### src/rtl/price_window_writer_if.sv
// price_window_writer_if
//   Bundles the top-of-book update stream into the writer and the write beat
//   it produces for the volatility memory.
//   Update side : i_valid, i_stock_id, i_best_bid, i_best_ask
//   Beat side   : o_valid, o_write_address, o_stock_id, o_best_bid, o_best_ask,
//                 o_buffer_size, o_buffer_size_reciprocal
//   Status      : o_window_full (per stock), o_drop_count
//   master : the environment (drives updates, observes beats and status)
//   slave  : the writer itself
interface price_window_writer_if #(
  parameter int unsigned FP_WORD_SIZE = 64,
  parameter int unsigned DATA_WIDTH   = 32,
  parameter int unsigned BUFFER_SIZE  = 32,
  parameter int unsigned NUM_STOCKS   = 4
);
  localparam int unsigned SW = $clog2(NUM_STOCKS);
  localparam int unsigned AW = $clog2(NUM_STOCKS * BUFFER_SIZE);

  logic                    i_valid;
  logic [SW-1:0]           i_stock_id;
  logic [DATA_WIDTH-1:0]   i_best_bid;
  logic [DATA_WIDTH-1:0]   i_best_ask;

  logic                    o_valid;
  logic [AW-1:0]           o_write_address;
  logic [SW-1:0]           o_stock_id;
  logic [DATA_WIDTH-1:0]   o_best_bid;
  logic [DATA_WIDTH-1:0]   o_best_ask;
  logic [DATA_WIDTH-1:0]   o_buffer_size;
  logic [FP_WORD_SIZE-1:0] o_buffer_size_reciprocal;
  logic [NUM_STOCKS-1:0]   o_window_full;
  logic [DATA_WIDTH-1:0]   o_drop_count;

  modport master (
    output i_valid, i_stock_id, i_best_bid, i_best_ask,
    input  o_valid, o_write_address, o_stock_id, o_best_bid, o_best_ask,
           o_buffer_size, o_buffer_size_reciprocal, o_window_full, o_drop_count
  );

  modport slave (
    input  i_valid, i_stock_id, i_best_bid, i_best_ask,
    output o_valid, o_write_address, o_stock_id, o_best_bid, o_best_ask,
           o_buffer_size, o_buffer_size_reciprocal, o_window_full, o_drop_count
  );
endinterface

### src/rtl/price_window_writer.sv
// price_window_writer
//   Write-side controller for the per-stock rolling price windows. Accepts
//   top-of-book updates, drops zero-priced or crossed quotes, and keeps a
//   circular write pointer and fill count per stock. Every accepted update
//   produces a one-cycle write beat carrying the flat buffer address
//   {stock, wr_ptr}, the quote, the window length including this sample and
//   floor(2^32 / length) in Q32.32.
// Ports
//   i_clk      : clock, rising edge
//   i_reset_n  : asynchronous active-low reset
//   bus        : price_window_writer_if.slave (updates in, beats/status out)
module price_window_writer #(
  parameter int unsigned FP_WORD_SIZE = 64,
  parameter int unsigned DATA_WIDTH   = 32,
  parameter int unsigned BUFFER_SIZE  = 32,
  parameter int unsigned NUM_STOCKS   = 4
) (
  input  logic                 i_clk,
  input  logic                 i_reset_n,
  price_window_writer_if.slave bus
);

  localparam int unsigned SW = $clog2(NUM_STOCKS);
  localparam int unsigned PW = $clog2(BUFFER_SIZE);
  localparam int unsigned FW = PW + 1;
  localparam int unsigned AW = SW + PW;
  localparam logic [FW-1:0] FILL_MAX = FW'(BUFFER_SIZE);

  function automatic logic [FP_WORD_SIZE-1:0] recip_of(input int unsigned n);
    logic [63:0] q;
    q = 64'h1_0000_0000 / 64'(n);
    return FP_WORD_SIZE'(q);
  endfunction

  // Entry i holds floor(2^32 / (i+1)); lengths run 1..BUFFER_SIZE so the
  // table is addressed with length-1 to keep it at BUFFER_SIZE entries.
  logic [FP_WORD_SIZE-1:0] recip_rom [BUFFER_SIZE];

  for (genvar i = 0; i < BUFFER_SIZE; i++) begin : g_rom
    localparam logic [FP_WORD_SIZE-1:0] RECIP = recip_of(i + 1);
    assign recip_rom[i] = RECIP;
  end

  logic [PW-1:0] wr_ptr [NUM_STOCKS];
  logic [FW-1:0] fill   [NUM_STOCKS];

  logic                    accept;
  logic                    reject;
  logic [SW-1:0]           sid;
  logic [PW-1:0]           cur_ptr;
  logic [FW-1:0]           cur_fill;
  logic [FW-1:0]           fill_next;
  logic [AW-1:0]           wr_addr;
  logic [FP_WORD_SIZE-1:0] recip_next;

  always_comb begin
    sid      = bus.i_stock_id;
    cur_ptr  = wr_ptr[sid];
    cur_fill = fill[sid];
    accept   = bus.i_valid
            && (bus.i_best_bid != '0)
            && (bus.i_best_ask != '0)
            && (bus.i_best_bid <= bus.i_best_ask);
    reject   = bus.i_valid && !accept;
    // Once full, the length stays at BUFFER_SIZE: each write replaces the
    // oldest sample.
    fill_next  = (cur_fill == FILL_MAX) ? cur_fill : cur_fill + FW'(1);
    wr_addr    = {sid, cur_ptr};
    recip_next = recip_rom[PW'(fill_next - FW'(1))];
  end

  always_ff @(posedge i_clk or negedge i_reset_n) begin
    if (!i_reset_n) begin
      for (int unsigned s = 0; s < NUM_STOCKS; s++) begin
        wr_ptr[s] <= '0;
        fill[s]   <= '0;
      end
    end else if (accept) begin
      // Pointer wraps naturally: BUFFER_SIZE is a power of two.
      wr_ptr[sid] <= cur_ptr + PW'(1);
      fill[sid]   <= fill_next;
    end
  end

  always_ff @(posedge i_clk or negedge i_reset_n) begin
    if (!i_reset_n) begin
      bus.o_valid                  <= 1'b0;
      bus.o_write_address          <= '0;
      bus.o_stock_id               <= '0;
      bus.o_best_bid               <= '0;
      bus.o_best_ask               <= '0;
      bus.o_buffer_size            <= '0;
      bus.o_buffer_size_reciprocal <= '0;
    end else begin
      bus.o_valid <= accept;
      // Data fields hold between beats; consumers qualify on o_valid.
      if (accept) begin
        bus.o_write_address          <= wr_addr;
        bus.o_stock_id               <= sid;
        bus.o_best_bid               <= bus.i_best_bid;
        bus.o_best_ask               <= bus.i_best_ask;
        bus.o_buffer_size            <= DATA_WIDTH'(fill_next);
        bus.o_buffer_size_reciprocal <= recip_next;
      end
    end
  end

  always_ff @(posedge i_clk or negedge i_reset_n) begin
    if (!i_reset_n) begin
      bus.o_window_full <= '0;
      bus.o_drop_count  <= '0;
    end else begin
      // Sticky: only reset clears a full window.
      if (accept && (fill_next == FILL_MAX)) begin
        bus.o_window_full[sid] <= 1'b1;
      end
      if (reject && (bus.o_drop_count != '1)) begin
        bus.o_drop_count <= bus.o_drop_count + DATA_WIDTH'(1);
      end
    end
  end

endmodule

### src/flat_wrapper.sv
// flat-port wrapper written by rule: the top's interface ports become plain ports
module price_window_writer_flat 
#(
  parameter int unsigned FP_WORD_SIZE = 64,
  parameter int unsigned DATA_WIDTH   = 32,
  parameter int unsigned BUFFER_SIZE  = 32,
  parameter int unsigned NUM_STOCKS   = 4
)
  (i_clk, i_reset_n, bus_i_valid, bus_i_stock_id, bus_i_best_bid, bus_i_best_ask, bus_o_valid, bus_o_write_address, bus_o_stock_id, bus_o_best_bid, bus_o_best_ask, bus_o_buffer_size, bus_o_buffer_size_reciprocal, bus_o_window_full, bus_o_drop_count);
  price_window_writer_if #(.FP_WORD_SIZE(FP_WORD_SIZE), .DATA_WIDTH(DATA_WIDTH), .BUFFER_SIZE(BUFFER_SIZE), .NUM_STOCKS(NUM_STOCKS)) bus_i ();
  input  logic i_clk;
  input  logic i_reset_n;
  input wire logic [$bits(bus_i.i_valid)-1:0] bus_i_valid;
  input wire logic [$bits(bus_i.i_stock_id)-1:0] bus_i_stock_id;
  input wire logic [$bits(bus_i.i_best_bid)-1:0] bus_i_best_bid;
  input wire logic [$bits(bus_i.i_best_ask)-1:0] bus_i_best_ask;
  output wire logic [$bits(bus_i.o_valid)-1:0] bus_o_valid;
  output wire logic [$bits(bus_i.o_write_address)-1:0] bus_o_write_address;
  output wire logic [$bits(bus_i.o_stock_id)-1:0] bus_o_stock_id;
  output wire logic [$bits(bus_i.o_best_bid)-1:0] bus_o_best_bid;
  output wire logic [$bits(bus_i.o_best_ask)-1:0] bus_o_best_ask;
  output wire logic [$bits(bus_i.o_buffer_size)-1:0] bus_o_buffer_size;
  output wire logic [$bits(bus_i.o_buffer_size_reciprocal)-1:0] bus_o_buffer_size_reciprocal;
  output wire logic [$bits(bus_i.o_window_full)-1:0] bus_o_window_full;
  output wire logic [$bits(bus_i.o_drop_count)-1:0] bus_o_drop_count;
  assign bus_i.i_valid = bus_i_valid;
  assign bus_i.i_stock_id = bus_i_stock_id;
  assign bus_i.i_best_bid = bus_i_best_bid;
  assign bus_i.i_best_ask = bus_i_best_ask;
  assign bus_o_valid = bus_i.o_valid;
  assign bus_o_write_address = bus_i.o_write_address;
  assign bus_o_stock_id = bus_i.o_stock_id;
  assign bus_o_best_bid = bus_i.o_best_bid;
  assign bus_o_best_ask = bus_i.o_best_ask;
  assign bus_o_buffer_size = bus_i.o_buffer_size;
  assign bus_o_buffer_size_reciprocal = bus_i.o_buffer_size_reciprocal;
  assign bus_o_window_full = bus_i.o_window_full;
  assign bus_o_drop_count = bus_i.o_drop_count;
  price_window_writer #(.FP_WORD_SIZE(FP_WORD_SIZE), .DATA_WIDTH(DATA_WIDTH), .BUFFER_SIZE(BUFFER_SIZE), .NUM_STOCKS(NUM_STOCKS)) u_core (.i_clk(i_clk), .i_reset_n(i_reset_n), .bus(bus_i));
endmodule
### config.mk
export PLATFORM = sky130hd
export DESIGN_NAME = price_window_writer_flat
export DESIGN_NICKNAME = d
export VERILOG_FILES = /design/src/rtl/price_window_writer_if.sv /design/src/rtl/price_window_writer.sv /design/src/flat_wrapper.sv
export SDC_FILE = /design/constraint.sdc
export NUM_CORES = 1
export LEC_CHECK = 0
export ABC_CLOCK_PERIOD_IN_PS = 5220
export CORE_ASPECT_RATIO = 1.5
export CORE_UTILIZATION = 30
export DETAILED_ROUTE_END_ITERATION = 6
export GPL_ROUTABILITY_DRIVEN = 0
export PLACE_DENSITY = 0.5
export SLEW_MARGIN = 25
export SYNTH_ARGS = -nofsm -noshare
export SYNTH_HDL_FRONTEND = slang
export SYNTH_SLANG_ARGS = --single-unit
### constraint.sdc
create_clock -name i_clk -period 5.22 [get_ports i_clk]
set_clock_uncertainty 0.2 [all_clocks]
set_input_delay 1.044 -clock i_clk [delete_from_list [all_inputs] [get_ports i_clk]]
set_output_delay 1.044 -clock i_clk [all_outputs]
set_load 0.02 [all_outputs]
# Word-level counts from Yosys, hierarchy flattened
# Memory sizes are Yosys's and may differ from the RTL's. A register that Yosys moved wholly into a read port is not among the register bits.
# Index checks and enable logic that the tools add are counted.
dict set report classes {
  add_sub_neg 4
  mux 15
  reduce_logical 12
  n_bitwise 3
  n_eq_ne 3
  n_lt_le_gt_ge 5
}
# cell count
set op_table {}
lappend op_table {{$reduce_bool A32 Y1} 2}
lappend op_table {{$add A32 B1 Y32 const B} 1}
lappend op_table {{$le A32 B32 Y1} 1}
lappend op_table {{$ne A32 B32 Y1 const B} 1}
lappend op_table {{$bwmux W24} 1}
lappend op_table {{$mux W6} 4}
lappend op_table {{$bwmux W20} 1}
lappend op_table {{$mux W5} 3}
lappend op_table {{$bmux W6 S2} 1}
lappend op_table {{$demux W6 S2} 1}
lappend op_table {{$eq A6 B6 Y1 const B} 2}
lappend op_table {{$bmux W5 S2} 1}
lappend op_table {{$demux W5 S2} 1}
lappend op_table {{$logic_and A1 B1 Y1} 8}
lappend op_table {{$add A6 B1 Y6 const B} 1}
lappend op_table {{$not A5 Y6} 1}
lappend op_table {{$add A5 B1 Y5 const B} 1}
lappend op_table {{$sub A5 B1 Y5 const B} 1}
lappend op_table {{$or A4 B4 Y4} 1}
lappend op_table {{$ge A3 B3 Y1 const B} 1}
lappend op_table {{$lt A2 B3 Y1 const B} 1}
lappend op_table {{$lt A3 B1 Y1 const B} 1}
lappend op_table {{$not A2 Y3} 1}
lappend op_table {{$demux W1 S2} 1}
lappend op_table {{3 further kinds} 4}
dict set report word_totals {
  word_cells 59
  rom_bits 2048
  regBits 160
  inputBits 69
  n_memories 1
}
# memory depth width read_ports rd_clocked_by_memory_dff wr line
set memory_table {}
lappend memory_table {{(no name shown)} 32 64 1 1 0 price_window_writer.sv:69} ;# recip_next = recip_rom[PW'(fill_next - FW'(1))];

# Longest topological paths before layout
# Gate-level depths: netlist of run 1.
dict set report logic_depth {
  ltp_word 8
  depth_mapped 17
  mapped_depth_nobuf 13
}

# Worst setup path before layout of run 1
# No wires, ideal clock.
dict set report synth_timing {
  kind {input-to-reg}
  from {in bus_i_stock_id[0]}
  to {reg u_core.bus.o_buffer_size_reciprocal[22] (netlist bit)}
  slack_ns 0.353
  arrival_ns 4.544
  stages 17
  required_time_ns 4.897
  path_buffers 5
  path_cell_list {buf_6 > mux4_2 > buf_2 > inv_1 > ha_1 > and4bb_2 > nand2b_1 > xnor2_1 > clkbuf_1 > ha_1 > inv_1 > nor3_2 > xnor2_1 > clkbuf_1 > buf_2 > o2111ai_1 > o221a_1}
}
dict set report synth_between {
  elab_chain_cells 8
  elab_cells_between_ends 9
}
# item line
set synth_rtl {}
lappend synth_rtl {{start: declaration} flat_wrapper.sv:14} ;# input wire logic [$bits(bus_i.i_stock_id)-1:0] bus_i_stock_id;
lappend synth_rtl {{$not A2 Y3 (not written as such) (*)} price_window_writer.sv:59} ;# cur_fill = fill[sid];
lappend synth_rtl {{$bmux W6 S2 (*)} price_window_writer.sv:59}
lappend synth_rtl {{$mux W6 (not written as such) (*) (2 in a row)} price_window_writer.sv:59}
lappend synth_rtl {{$add A6 B1 Y6 / $eq A6 B6 Y1 (equally long branches)} price_window_writer.sv:67} ;# fill_next = (cur_fill == FILL_MAX) ? cur_fill : cur_fill + FW'(1);
lappend synth_rtl {{$mux W6 (*)} price_window_writer.sv:67}
lappend synth_rtl {{$sub A5 B1 Y5 (*)} price_window_writer.sv:69}
lappend synth_rtl {{$not A5 Y6 (not written as such) (*)} price_window_writer.sv:69}
lappend synth_rtl {{end: declaration} price_window_writer_if.sv:43} ;# o_buffer_size, o_buffer_size_reciprocal, o_window_full, o_drop_count
# Every way passes the cells marked *; elsewhere a longest branch is shown, timed or not. The select of a mux whose other input is x is not followed.
# A chain may end at the register's enable or synchronous reset.

# Worst setup path in the final report of run 1
dict set report layout_timing {
  from {in bus_i_stock_id[0]}
  to {reg u_core.bus.o_buffer_size_reciprocal[6] (netlist bit)}
}
# Same word-level chain as after synthesis.

==> summary.txt, run 1 <==
Outcome
  – Run status: completed

Synthesis
  – Asr flop ratio synth: 100.0%
  – Most instantiated flip-flop cell in the synthesis netlist: dfrtp_1
  – Area contributors post-synth: dfrtp_1 46%, mux2_2 13%, ha_1 5.5%
  – Post-synthesis sequential area ratio: 45.62%
  – Number of distinct library cell variants in the gate-level netlist after synthesis: 67
  – Cell type with the largest total area after synthesis: dfrtp_1
  – Mapped cell area: 0.01048 mm²
  – Post-synth EDFFs: 0
  – Gate count of the mapped netlist: 968
  – Share of the synthesized area in the top cell type: 45.62%
  – Mapped Avg Cell Area: 10.82 µm²
  – Count of state elements after synthesis: 191
  – Number of warnings reported in the yosys synthesis log: 0

Clock tree
  – Total clock sinks: 191
  – Clock tree from TritonCTS: built
  – PostCTS Resize Cnt: 0
  – Clock network latency to the later pin of the worst-skew pair: 0.46 ns
  – Total clock buffers created by CTS: 17
  – Postcts setup bufs: 0
  – H-tree depth: 4
  – Hold buffer count at cts: 0
  – Clock input transition at the sequential cells of the worst setup and hold paths: 0.08 ns
  – Clock tree root buffer cell: clkbuf_16
  – Clock Tree Buf Depth: 2

Finish
  – Fin nets: 1305
  – Combined area of the multi-input logic cells: 0.004999 mm²
  – Non-Filler Instances: 1630
  – Layout filler cell count: 3379
  – Post-Layout Inst Area: 0.01374 mm²
  – Most frequent standard cell in the layout excluding fill and tap cells: clkdlybuf4s50_1
  – Core utilization of the finished layout: 40.10%
  – Synthesis-to-finish area growth: 31.16%
  – Footprint of the flip-flops and latches: 0.004780 mm²
  – Fraction of final layout cells with drive strength greater than 1: 18.62%
  – Top library cells by usage in the layout, fill and taps aside: 216 x clkdlybuf4s50_1, 191 x dfrtp_1, 119 x mux2_2, 59 x inv_1, 57 x conb_1

Global routing
  – All-layer global routing usage: 18.06%
  – First-pass GRT wire length: 48930 µm
  – Initial antenna violation count: 2
  – Via count of the first global-routing pass: 8327
  – Global route overflow: 0
  – Pin count of the biggest net entering global routing: 90

Place
  – Dpl cell area: 0.01311 mm²
  – Number of buffer cells added on primary ports: 217
  – Cell count after placement: 1596
  – Post-DP HPWL: 23400 µm

Setup path
  – Kind of start point of the critical path: input pin
  – Critical Path Start: bus_i_stock_id[0]
  – Number of cell instances on the worst register-to-register path: 14
  – Worst-path fanout max: 16
  – Kind of critical path: in -> reg
  – Capturing element type of the critical path: flip-flop
  – Worst reg-to-reg setup slack: 1.47 ns
  – R2R Path Start: u_core.fill[1]$_DFFE_PN0P_
  – CP arrival: 4.78 ns
  – Capturing point of the worst reg2reg path: u_core.bus.o_buffer_size_reciprocal[6]$_DFFE_PN0P_
  – Required time of the worst setup path: 5.34 ns

Floorplanning
  – Vertical die dimension: 230.9 µm
  – Die X: 154.6 µm
  – Core area: 0.03427 mm²
  – Row count: 83
  – Starting Density: 30.57%
  – # IOs: 275
  – Area enclosed by the die boundary: 0.03569 mm²

Hold path
  – Type of the tightest min-delay check: reg -> reg
  – Hold Crit Start: u_core.bus.o_window_full[0]$_DFFE_PN0P_
  – Hold Path Sink: u_core.bus.o_window_full[0]$_DFFE_PN0P_
  – Hold Path Cell Cnt: 1

STA
  – Minimum clock period after layout: 4.654 ns
  – Final setup violation count: 0
  – Maximum clock rate: 214.9 MHz
  – Total count of hold-check failures in the final report: 0
  – Unrepaired setup endpoints after global routing: false
  – Setup total negative slack: 0 ns
  – Tightest Pin Transition: 0.7365 ns
  – Final worst path period share: 89.16%
  – Max Transition Viols Final: 0
  – Relative slew slack: 50.55%

Drt
  – DRC: 0
  – First-pass iteration count of the detailed router: 5
  – Final antenna-violating net count: 0
  – Number of vias after detailed routing: 8128
  – Average wire length per cell after detail routing: 19.03 µm
  – Iter 0 DRT Violations: 397
  – Detailed-route wire length: 31030 µm
  – Mean number of vias per cell: 4.987

Run
  – Max-cap violation count: 0

Power
  – Power density of the placed cells: 555.5 mW/mm²
  – Static power due to leakage: 6.055 nW
  – Peak supply drop: 0.3754 mV
[worst max path at each step]
stage                                                           to  cells past startpoint
3_3_place_gp    u_core.bus.o_buffer_size_reciprocal[9]$_DFFE_PN0P_                     12
5_1_grt         u_core.bus.o_buffer_size_reciprocal[6]$_DFFE_PN0P_                     15
6_report        u_core.bus.o_buffer_size_reciprocal[6]$_DFFE_PN0P_                     14
4_1_cts         u_core.bus.o_buffer_size_reciprocal[6]$_DFFE_PN0P_                     14
3_5_place_dp    u_core.bus.o_buffer_size_reciprocal[6]$_DFFE_PN0P_                     15
2_1_floorplan  u_core.bus.o_buffer_size_reciprocal[22]$_DFFE_PN0P_                     17
[synth_stat cells, drive strengths merged (3+ instances only)]
library cell,count
dfrtp,191
mux2,119
buf,82
inv,60
nor2,52
ha,46
nand2,38
nand3,35
clkbuf,34
nor3,31
nor4,29
o21ai,26
a21oi,23
nand4,21
xnor2,21
xor2,21
a21o,15
o211ai,11
mux4,10
a31oi,9
and3,9
a211oi,6
o2111ai,6
o21a,6
nor2b,5
o221a,5
a31o,4
o2bb2ai,4
o311ai,4
a221o,3
nand2b,3
o41ai,3
or2,3
[cell type report]
type                       count  area share, %
timing repair buffer         263          18.71
inverter                      60          1.639
clock inverter                15          1.493
sequential                   191          34.78
clock buffer                  17          3.096
multi-input combinational    657          36.37
antenna                        2        0.03642
tap                          425          3.870
[kinds of logic after synthesis]
family / share of synthesized area (%)
AND/OR/NAND/NOR: 11.05
other: 0.03579
XOR/XNOR: 3.511
flip-flops: 45.62
multiplexers: 15.13
AO/OA/AOI/OAI: 10.26
buffers and inverters: 8.813
adder cells (fa/ha/maj): 5.589
[flip-flops by register name, summed over array words and instances, names as in the netlist]
name,cells
u_core.bus.o_buffer_size_reciprocal,33
u_core.bus.o_best_bid,32
u_core.bus.o_window_full,4
u_core.bus.o_write_address,5
u_core.wr_ptr,20
u_core.bus.o_buffer_size,6
u_core.bus.o_best_ask,32
u_core.bus.o_stock_id,2
u_core.bus.o_drop_count,32
u_core.fill,24
u_core.bus.o_valid,1
[through the flow]
stage                     power [mW]  setup WS [ns]  hold slack [ns]
after CTS                      7.677         0.6001           0.2782
after floorplan                4.640         0.3526           0.2750
after global routing           8.103         0.2676           0.2910
after global placement         6.207         0.1419           0.2499
final                          7.634         0.5659           0.2744
after detailed placement       6.210         0.1032           0.2608
[layer usage]
layer | vias up | part of all wire (%) | global-route usage [%]
met2 | 269 | 51 | 31.59
met5 | - | 0 | 0
li1 | 3818 | - | -
met1 | 3991 | 41 | 21.21
met3 | 50 | 4.3 | 3.473
met4 | 0 | 3.2 | 8.354
[worst max-delay path, stage by stage]
cell and delay [ns]:
clkdlybuf4s50_1 0.61, buf_12 0.21, mux4_2 0.56, and4bb_2 0.38, nand2b_1 0.08, xnor2_1 0.14
ha_1 0.21, inv_1 0.14, nor3_2 0.08, xnor2_1 0.59, buf_4 0.27, nand2_1 0.14
o2111ai_1 0.20, o21ai_0 0.10
[where the power goes]
part / leakage [nW] / internal (mW) / switching [mW]
clock: 0.303 / 0.771 / 0.645
combinational: 3.41 / 1.70 / 2.39
sequential: 2.34 / 1.88 / 0.249
total: 6.06 / 4.35 / 3.28
(Power assumes the default switching activity.)
==> run 2, diff against run 1 <==
CORE_ASPECT_RATIO = 0.75   (was 1.5)
==> summary.txt, run 2 (synthesized netlist as in run 1, its figures left out) <==
Outcome
  – Run status: completed

Finish
  – Most frequent standard cell in the layout excluding fill and tap cells: clkdlybuf4s50_1
  – Core utilization of the finished layout: 40.53%
  – Top library cells by usage in the layout, fill and taps aside: 216 x clkdlybuf4s50_1, 191 x dfrtp_1, 119 x mux2_2, 59 x inv_1, 57 x conb_1
  – Register name with the most flops: u_core.bus.o_buffer_size_reciprocal
  – Layout filler cell count: 3313
  – Number of antenna cells inserted: 0
  – Non-Filler Instances: 1661
  – Fin nets: 1313
  – Synthesis-to-finish area growth: 31.37%
  – Post-Layout Inst Area: 0.01376 mm²
  – Fraction of final layout cells with drive strength greater than 1: 19.08%
  – Flip-flop count of the largest register, all copies and words added: 33

Drt
  – DRC: 0
  – Number of vias after detailed routing: 8094
  – First-pass iteration count of the detailed router: 6
  – Detailed-route wire length: 31470 µm
  – Iter 0 DRT Violations: 548
  – Mean number of vias per cell: 4.873
  – Average wire length per cell after detail routing: 18.95 µm
  – Final antenna-violating net count: 0

Clock tree
  – Clock Tree Buf Depth: 2
  – Clock tree root buffer cell: clkbuf_16
  – Total clock buffers created by CTS: 17
  – PostCTS Resize Cnt: 0
  – Total clock sinks: 191
  – Postcts setup bufs: 0
  – Hold buffer count at cts: 0
  – Clock input transition at the sequential cells of the worst setup and hold paths: 0.07 ns
  – H-tree depth: 4
  – Clock network latency to the later pin of the worst-skew pair: 0.45 ns
  – Clock tree from TritonCTS: built

Setup path
  – Max stage delay cell, worst path: xnor2_1
  – CP arrival: 4.99 ns
  – Critical Path Start: bus_i_stock_id[0]
  – Critical path cell sequence: clkdlybuf4s50_1 -> buf_4 -> mux4_2 -> and4bb_2 -> nand2b_1 -> xnor2_1 -> ha_1 -> inv_1 -> nor3_2 -> xnor2_1 -> nand2_1 -> o2111ai_1 -> o21ai_0
  – R2R Path Start: u_core.fill[12]$_DFFE_PN0P_
  – Required time of the worst setup path: 5.34 ns
  – Kind of start point of the critical path: input pin
  – Worst-path fanout max: 10
  – Kind of critical path: in -> reg
  – Most prevalent standard cell on the critical path: xnor2_1
  – Capturing element type of the critical path: flip-flop
  – Largest stage delay on the critical path: 0.86 ns

Hold path
  – Type of the tightest min-delay check: reg -> reg
  – Hold Crit Start: u_core.bus.o_window_full[2]$_DFFE_PN0P_

Run
  – Max-cap violation count: 0

Global routing
  – First-pass GRT wire length: 49290 µm
  – Global route overflow: 0
  – All-layer global routing usage: 18.09%
  – Initial antenna violation count: 0
  – Pin count of the biggest net entering global routing: 105
  – Via count of the first global-routing pass: 8222

STA
  – Final worst path period share: 93.38%
  – Maximum clock rate: 205.2 MHz
  – Tightest Pin Transition: 1.081 ns
  – Final critical-path setup slack: 0.3457 ns
  – Max Transition Viols Final: 0
  – Unrepaired setup endpoints after global routing: false
  – Post-route worst hold slack: 0.2713 ns
  – Relative slew slack: 27.40%
  – Minimum clock period after layout: 4.874 ns
  – Total count of hold-check failures in the final report: 0
  – Final setup violation count: 0

Floorplanning
  – Starting Density: 30.85%
  – Area enclosed by the die boundary: 0.03568 mm²
  – Die X: 217.8 µm
  – Core area: 0.03396 mm²
  – Vertical die dimension: 163.8 µm
  – # IOs: 275
  – Row count: 58

Place
  – Pre-CTS setup slack: -0.03386 ns
  – Cell count after placement: 1629
  – Number of buffer cells added on primary ports: 217
  – Dpl cell area: 0.01317 mm²
  – Post-DP HPWL: 23440 µm

Power
  – Peak supply drop: 0.3121 mV
  – Power density of the placed cells: 557.1 mW/mm²
  – Static power due to leakage: 6.067 nW
[run 2: cell types whose count changed in the layout (fill, tap and decap cells not counted), sizes merged]
cell      previous run  this run
clkbuf              18        22
clkinvlp             2         3
diode                2         0
bufinv               3         1
clkinv               6         2
buf                 46        54
inv                 64        65
[run 2: stage by stage]
stage / TNS, ns / total power, mW
2_1_floorplan: 0 / 4.640
5_1_grt: 0 / 8.145
3_3_place_gp: -0.004003 / 6.301
3_5_place_dp: -0.07274 / 6.292
6_report: 0 / 7.668
4_1_cts: 0 / 7.680
[run 2: final cells by class]
class,count,area (µm²),share of cell area (%)
Clock inverter,11,121.4,0.8817
Multi-Input combinational cell,657,4999,36.31
Sequential cell,191,4780,34.72
Timing Repair Buffer,271,2606,18.93
Inverter,60,225.2,1.636
Tap cell,450,563.0,4.091
Clock buffer,21,470.5,3.418
[run 2: final timing paths]
check / endpoint / slack [ns] / cells past startpoint
min in group asynchronous: u_core.bus.o_drop_count[19]$_DFFE_PN0P_ / 0.28 / 1
max reg2reg: u_core.bus.o_buffer_size_reciprocal[6]$_DFFE_PN0P_ / 1.30 / 13
max: u_core.bus.o_buffer_size_reciprocal[6]$_DFFE_PN0P_ / 0.35 / 13
min: u_core.bus.o_window_full[2]$_DFFE_PN0P_ / 0.27 / 1
max in group asynchronous: u_core.bus.o_best_ask[7]$_DFFE_PN0P_ / 3.46 / 2
min reg2reg: u_core.bus.o_window_full[2]$_DFFE_PN0P_ / 0.27 / 1
[run 2: critical path: cells and delay by family]
kind | cells | cell delay, ns
fa+ha+maj | 1 | 0.22
buf+inv | 3 | 0.98
mux | 1 | 0.54
compound gates | 2 | 0.39
xor+xnor | 2 | 1.00
simple gates | 4 | 0.81
[run 2: per-layer routing]
| metal | up-vias | GRT usage, % | part of all wire [%] |
|---|---|---|---|
| met4 | 0 | 5.753 | 1.5 |
| met3 | 24 | 4.944 | 6.8 |
| met1 | 3991 | 26.18 | 50 |
| li1 | 3832 | - | - |
| met2 | 247 | 25.84 | 42 |
| met5 | - | 0 | 0 |
[run 2: power breakdown]
group | internal, mW | total (mW) | switching [mW]
Combinational | 1.74 | 4.20 | 2.46
Sequential | 1.88 | 2.12 | 0.238
Clock | 0.711 | 1.35 | 0.636
Total | 4.33 | 7.67 | 3.33
